## src/rtl/uut_test_sequencer.sv

```systemverilog
// Drives one Twofish test vector through the UUT: loads key/block/flags/expected
// from a byte stream, resets and times the UUT, then streams a 5-byte result record.
module uut_test_sequencer #(
  parameter int unsigned RST_CYCLES = 4,
  parameter int unsigned TIMEOUT    = 1000000
) (
  input  logic         clk,
  input  logic         rst,
  input  logic         start,
  input  logic [7:0]   in_byte,
  input  logic         in_valid,
  output logic         in_ready,
  output logic [7:0]   out_byte,
  output logic         out_valid,
  input  logic         out_ready,
  output logic         busy,
  output logic         done,
  output logic         rst_uut,
  output logic [127:0] key_uut,
  output logic [127:0] block_i_uut,
  output logic         encdec_uut,
  input  logic [127:0] block_o_uut,
  input  logic         end_signal_uut,
  output logic [2:0]   dbg_state
);

  // Handshakes: a byte moves on a clock edge where valid and ready are both high;
  // the source holds its byte steady until that edge.
  typedef enum logic [2:0] {
    S_IDLE    = 3'd0,
    S_LOAD    = 3'd1,
    S_RST_UUT = 3'd2,
    S_RUN     = 3'd3,
    S_CHECK   = 3'd4,
    S_REPORT  = 3'd5
  } state_t;

  localparam logic [31:0] LP_TIMEOUT  = 32'(TIMEOUT);
  localparam logic [31:0] LP_RST_LAST = 32'(RST_CYCLES - 1);

  state_t         r_state;
  logic [5:0]     r_idx;
  logic [127:0]   r_key;
  logic [127:0]   r_block;
  logic           r_encdec;
  logic [127:0]   r_expected;
  logic [127:0]   r_captured;
  logic [31:0]    r_counter;
  logic [31:0]    r_cycles;
  logic [31:0]    r_rst_cnt;
  logic           r_timeout;
  logic           r_mismatch;
  logic           r_rst_uut;
  logic           r_in_ready;
  logic           r_out_valid;
  logic [7:0]     r_out_byte;
  logic           r_busy;
  logic           r_done;

  logic           w_load_fire;
  logic           w_out_fire;
  logic           w_mismatch;
  logic [5:0]     w_next_idx;
  logic [7:0]     w_status;
  logic [7:0]     w_next_byte;

  function automatic logic [7:0] rec_byte(input logic [7:0] status,
                                          input logic [31:0] cyc,
                                          input logic [2:0] k);
    case (k)
      3'd0:    return status;
      3'd1:    return cyc[31:24];
      3'd2:    return cyc[23:16];
      3'd3:    return cyc[15:8];
      3'd4:    return cyc[7:0];
      default: return 8'h00;
    endcase
  endfunction

  assign w_load_fire = in_valid & r_in_ready;
  assign w_out_fire  = r_out_valid & out_ready;
  assign w_mismatch  = (r_captured != r_expected);
  assign w_next_idx  = r_idx + 6'd1;
  assign w_status    = {6'b0, r_timeout, r_mismatch};
  assign w_next_byte = rec_byte(w_status, r_cycles, w_next_idx[2:0]);

  always_ff @(posedge clk) begin
    if (rst) begin
      r_state     <= S_IDLE;
      r_idx       <= 6'd0;
      r_key       <= '0;
      r_block     <= '0;
      r_encdec    <= 1'b0;
      r_expected  <= '0;
      r_captured  <= '0;
      r_counter   <= 32'd0;
      r_cycles    <= 32'd0;
      r_rst_cnt   <= 32'd0;
      r_timeout   <= 1'b0;
      r_mismatch  <= 1'b0;
      r_rst_uut   <= 1'b1;
      r_in_ready  <= 1'b0;
      r_out_valid <= 1'b0;
      r_out_byte  <= 8'h00;
      r_busy      <= 1'b0;
      r_done      <= 1'b0;
    end else begin
      r_done <= 1'b0;
      case (r_state)
        S_IDLE: begin
          r_rst_uut <= 1'b1;
          if (start) begin
            r_state    <= S_LOAD;
            r_idx      <= 6'd0;
            r_in_ready <= 1'b1;
            r_busy     <= 1'b1;
          end
        end
        S_LOAD: begin
          if (w_load_fire) begin
            // Each field is a shift register, so the first byte ends up in the MSBs.
            if (r_idx < 6'd16)       r_key      <= {r_key[119:0], in_byte};
            else if (r_idx < 6'd32)  r_block    <= {r_block[119:0], in_byte};
            else if (r_idx == 6'd32) r_encdec   <= in_byte[0];
            else                     r_expected <= {r_expected[119:0], in_byte};
            if (r_idx == 6'd48) begin
              r_state    <= S_RST_UUT;
              r_in_ready <= 1'b0;
              r_rst_cnt  <= 32'd0;
            end else begin
              r_idx <= w_next_idx;
            end
          end
        end
        S_RST_UUT: begin
          r_rst_uut <= 1'b1;
          if (r_rst_cnt == LP_RST_LAST) begin
            r_state   <= S_RUN;
            r_rst_uut <= 1'b0;
            r_counter <= 32'd0;
          end else begin
            r_rst_cnt <= r_rst_cnt + 32'd1;
          end
        end
        S_RUN: begin
          // Completion is checked before the timeout so a late finish still counts.
          if (end_signal_uut) begin
            r_cycles   <= r_counter;
            r_captured <= block_o_uut;
            r_state    <= S_CHECK;
          end else if (r_counter == LP_TIMEOUT) begin
            r_timeout   <= 1'b1;
            r_mismatch  <= 1'b0;
            r_cycles    <= LP_TIMEOUT;
            r_state     <= S_REPORT;
            r_rst_uut   <= 1'b1;
            r_out_valid <= 1'b1;
            r_out_byte  <= 8'h02;
            r_idx       <= 6'd0;
          end else begin
            r_counter <= r_counter + 32'd1;
          end
        end
        S_CHECK: begin
          r_mismatch  <= w_mismatch;
          r_timeout   <= 1'b0;
          r_state     <= S_REPORT;
          r_rst_uut   <= 1'b1;
          r_out_valid <= 1'b1;
          r_out_byte  <= {7'b0, w_mismatch};
          r_idx       <= 6'd0;
        end
        S_REPORT: begin
          r_rst_uut <= 1'b1;
          if (w_out_fire) begin
            if (r_idx == 6'd4) begin
              r_out_valid <= 1'b0;
              r_out_byte  <= 8'h00;
              r_done      <= 1'b1;
              r_busy      <= 1'b0;
              r_state     <= S_IDLE;
            end else begin
              r_idx      <= w_next_idx;
              r_out_byte <= w_next_byte;
            end
          end
        end
        default: r_state <= S_IDLE;
      endcase
    end
  end

  assign in_ready    = r_in_ready;
  assign out_byte    = r_out_byte;
  assign out_valid   = r_out_valid;
  assign busy        = r_busy;
  assign done        = r_done;
  assign rst_uut     = r_rst_uut;
  assign key_uut     = r_key;
  assign block_i_uut = r_block;
  assign encdec_uut  = r_encdec;
  assign dbg_state   = r_state;

endmodule

```

## config.mk

```make
export PLATFORM = sky130hd
export DESIGN_NAME = uut_test_sequencer
export DESIGN_NICKNAME = d
export VERILOG_FILES = /design/src/rtl/uut_test_sequencer.sv
export SDC_FILE = /design/constraint.sdc
export NUM_CORES = 1
export LEC_CHECK = 0
export ABC_AREA = 1
export CORE_MARGIN = 2
export CORE_UTILIZATION = 50
export DETAILED_ROUTE_END_ITERATION = 16
export PLACE_DENSITY = 0.75
export RECOVER_POWER = 25
export SLEW_MARGIN = 10
export SYNTH_ARGS = -nofsm -noshare
export SYNTH_HDL_FRONTEND = slang
export SYNTH_SLANG_ARGS = --single-unit
export TNS_END_PERCENT = 50
```

## constraint.sdc

```tcl
create_clock -name clk -period 6.23 [get_ports clk]
set_clock_uncertainty 0.2 [all_clocks]
set_input_delay 1.246 -clock clk [delete_from_list [all_inputs] [get_ports clk]]
set_output_delay 1.246 -clock clk [all_outputs]
set_load 0.01 [all_outputs]
```

==> reports/results.txt <==
Before antenna repair, the detailed router went through 6 iterations. Antenna violation net count after detailed routing: 0. Across the run, the number of max-cap violations was 3. STA classifies the critical path endpoint as a flip-flop. For the total of cells resized after clock tree synthesis, the log shows 0.

The number of placement rows came out at 83. Traced cell by cell, the critical path runs through dlygate4sd3_1 > nand2_1 > nor2_1 > nand3_1 > clkbuf_2 > o21ai_0 > a21oi_1. The checks that failed: max-capacitance violations, max-slew violations.

For this run, the slowest stage of the critical path takes 1.14 ns. The first global-routing pass estimated 118100 microns of wire. The worst flop-to-flop path startpoint was r_idx[0]$_SDFFE_PP0P_. Kind of critical path: in -> reg. The share of total power dissipated in combinational logic is 13.3%. The most common cell after layout, fill and taps aside was nor2_1. The number of hold-slack violations in the final timing report is 0, and the fraction of power spent switching nets is 26.80%. The hold buffer count at CTS is 0. The synthesized area divided by synthesized cell count was 7.325 sq um; the number of design-rule violations left by the first detailed-router iteration was 2040.

The number of antenna violations at the first check in global routing was 4; the per-cell via count in the routed design was 5.154. The H-tree generated during clock tree synthesis spans 3 levels. At the worst endpoint, the required time is 6.43 ns. For the worst setup path, the data arrival time is 4.58 ns. The final period demand of the worst path was 4.376 ns. Area enclosed by the die boundary: 0.05398 sq mm.

The most critical setup path has its startpoint at in_valid. The number of buffers and inverters on the critical path was 2. After the last flow step, the layout net total stands at 4000.

After layout, the worst path uses 70.23% of the clock period. The actual slew at the worst max-slew pin came out at 2.266 ns. For this design, the slowest cell found on the critical path is clkbuf_2. The count of final setup violators was 0; the gate count of the mapped netlist was 3559. The logs give 63.41% for the final design utilization and 27.12% for the global-route total usage across every layer. The total net switching power came out at 2.625 mW. In this run the tightest slew margin relative to its limit is -51.10%. The total detailed-routing wirelength came out at 74850 microns.

The cell type with the largest total area after synthesis is dfxtp_1. The tools report the peak clock frequency supported by timing as 228.5 MHz. The run finished, with violations left.

The detailed-placement wirelength estimate was 49150 microns; the sequential element share of the synthesized area was 48.61%. The internal portion of the total power is 7.169 mW. Clock tree synthesis selected as its root buffer the cell clkbuf_16. The share of the synthesized area in the top cell type was 48.61%. Leakage component of the power: 13.96 nW. The number of CTS-inserted buffers was 68. The detailed router placed 23610 vias in this run. After clock tree synthesis, the clock-pin slew on the worst setup and hold paths is 0.06 ns.

During synthesis, Yosys emitted a total of 0 warnings. The worst hold path belongs to the class reg -> reg. Leaving out fill and tap cells, the most frequent cells in the layout are nor2_1, dfxtp_1, o21ai_0. The total negative setup slack came out at 0 ns.

For this run, the number of standard cells in the final layout without fillers is 4581. For this run, design rule violations remaining after detail routing come to 0. After synthesis the netlist holds a flip-flop and latch count of 633. In the post-synthesis netlist, the biggest area contributors are dfxtp_1, nor2_1, o21ai_0. The maximum fanout count along the critical path works out to 121.

For the clock sink total, the log shows 633. The max-slew violation count was 349; the final routed wire length divided by cell count was 16.34 microns. During I/O placement, the number of pins put on the boundary was 415.

Grouping stages by cell kind, the critical path spends the most delay in buffers and inverters. The chip height is 232.3 microns, and the smallest hold slack is 0.2605 ns. The later pin in the worst-skew pair is clocked with a latency of 0.60 ns. The longest clock path from root to sink contains 3 buffers. The floorplan step set the die width to 232.3 microns. TritonCTS built the clock tree. The post-synthesis cell area came out at 0.02607 sq mm.

The share of post-route cells with drive strength above 1 was 4.053%. Setup repair after global routing left no endpoint under its margin. For the clock share of power, the log shows 41.9%. The global placer's final weighted congestion was 0.9146. The worst hold path begins at r_counter[16]$_SDFFE_PP0P_. The largest vdd supply drop is 0.2089 mV, and the area of the placeable core is 0.05141 sq mm. Entering global routing, the biggest net connects 208 pins. Total instance count after detailed placement: 4458. Global routing finished with a remaining overflow of 0. The post-synthesis to final-layout area growth was 25.02%. The fraction of power consumed by sequential logic was 44.7%; the via count of the first global-routing pass was 21820. STA classifies the critical path startpoint as an input port.

Port buffering added 414 buffers. For this configuration, the core starts out at a cell density of 50.72%. In this run the post-CTS setup repair buffer count came out at 0.

The synthesized net count was 3711. The layout has 4536 filler cells. Power density over the cells: 300.5 mW/mm^2. The number of different library cells used by synthesis comes to 41.
worst paths after layout:
check	end	slack, ns	cells past startpoint
min reg2reg	r_counter[16]$_SDFFE_PP0P_	0.26	2
max	r_expected[94]$_SDFFE_PP0P_	1.85	7
min	r_counter[16]$_SDFFE_PP0P_	0.26	2
max reg2reg	r_expected[94]$_SDFFE_PP0P_	2.20	8
layer usage:
layer	wire, microns	up-vias	track usage (%)
met3	6590	115	8.890
li1	-	12000	-
met1	32880	10820	35.83
met5	12	-	0
met4	1596	2	7.532
met2	33770	670	42.34
synthesized netlist by cell type:
library cell	n
a2111oi_0	1
a211oi_1	3
a21oi_1	254
a221oi_1	7
a22o_1	2
buf_1	2
buf_2	55
buf_4	5
buf_6	2
clkbuf_1	143
clkbuf_2	1
dfxtp_1	633
ha_1	10
inv_1	223
inv_2	9
nand2_1	410
nand2_2	2
nand2_4	2
nand3_1	78
nand3_2	1
nand3b_1	8
nand3b_2	1
nand4_1	15
nor2_1	916
nor2_2	4
nor2_4	5
nor3_1	46
nor3_2	4
nor3_4	1
nor3b_1	4
nor4_1	7
nor4_2	1
o211ai_1	1
o21ai_0	516
o21ai_1	28
o21ai_4	1
or2_0	1
or2_1	1
or2_2	8
xnor2_1	119
xor2_1	29
sequential cells by signal, indices dropped and copies added (netlist names):
register and flops:
dbg_state 3, r_mismatch 1, encdec_uut 1, r_expected 128, rst_uut 1, block_i_uut 128, out_valid 1, in_ready 1
busy 1, r_counter 32, r_cycles 32, key_uut 128, r_timeout 1, done 1, out_byte 8, r_idx 6
r_rst_cnt 32, r_captured 128
kinds of logic after synthesis:
| group | count (synthesis) | synth area share (%) |
|---|---|---|
| compound gates | 813 | 15.83 |
| fa+ha+maj | 10 | 0.4799 |
| flops | 633 | 48.61 |
| buf+inv | 440 | 6.733 |
| xor+xnor | 148 | 4.972 |
| simple gates | 1515 | 23.38 |
final cells by class:
type	count	area (sq um)	area share (%)
sequential	633	12670	38.88
multi-input combinational	2486	11650	35.73
timing repair buffer	427	4253	13.05
clock buffer	98	1998	6.130
inverter	232	884.6	2.714
tap	680	850.8	2.610
clock inverter	22	282.8	0.8675
antenna	3	7.507	0.02303
power groups by stage:
stage,clock (mW),sequential [mW],combinational (mW)
finish,4.11,4.38,1.31
global route,4.34,4.40,1.46
CTS,4.18,4.38,1.33
detailed placement,0,4.46,1.32
global placement,0,4.46,1.31
floorplan,0,4.47,0.779
worst reg2reg max path: cells and delay by family, from the launching register on:
kind / cells / cell delay, ns
AO/OA/AOI/OAI: 2 / 0.62
adder cells (fa/ha/maj): 1 / 0.18
buffers and inverters: 2 / 1.63
flip-flops: 1 / 0.37
AND/OR/NAND/NOR: 3 / 0.93
stage by stage:
stage	worst slack, ns	cell area, sq um	total power [mW]
after global routing	1.547	32590	10.20
final	1.854	32600	9.794
after detailed placement	1.684	30330	5.783
after CTS	2.208	32610	9.894
after floorplan	3.499	26070	5.245
after global placement	1.697	30330	5.777
Power figures use the tool's default switching activity.
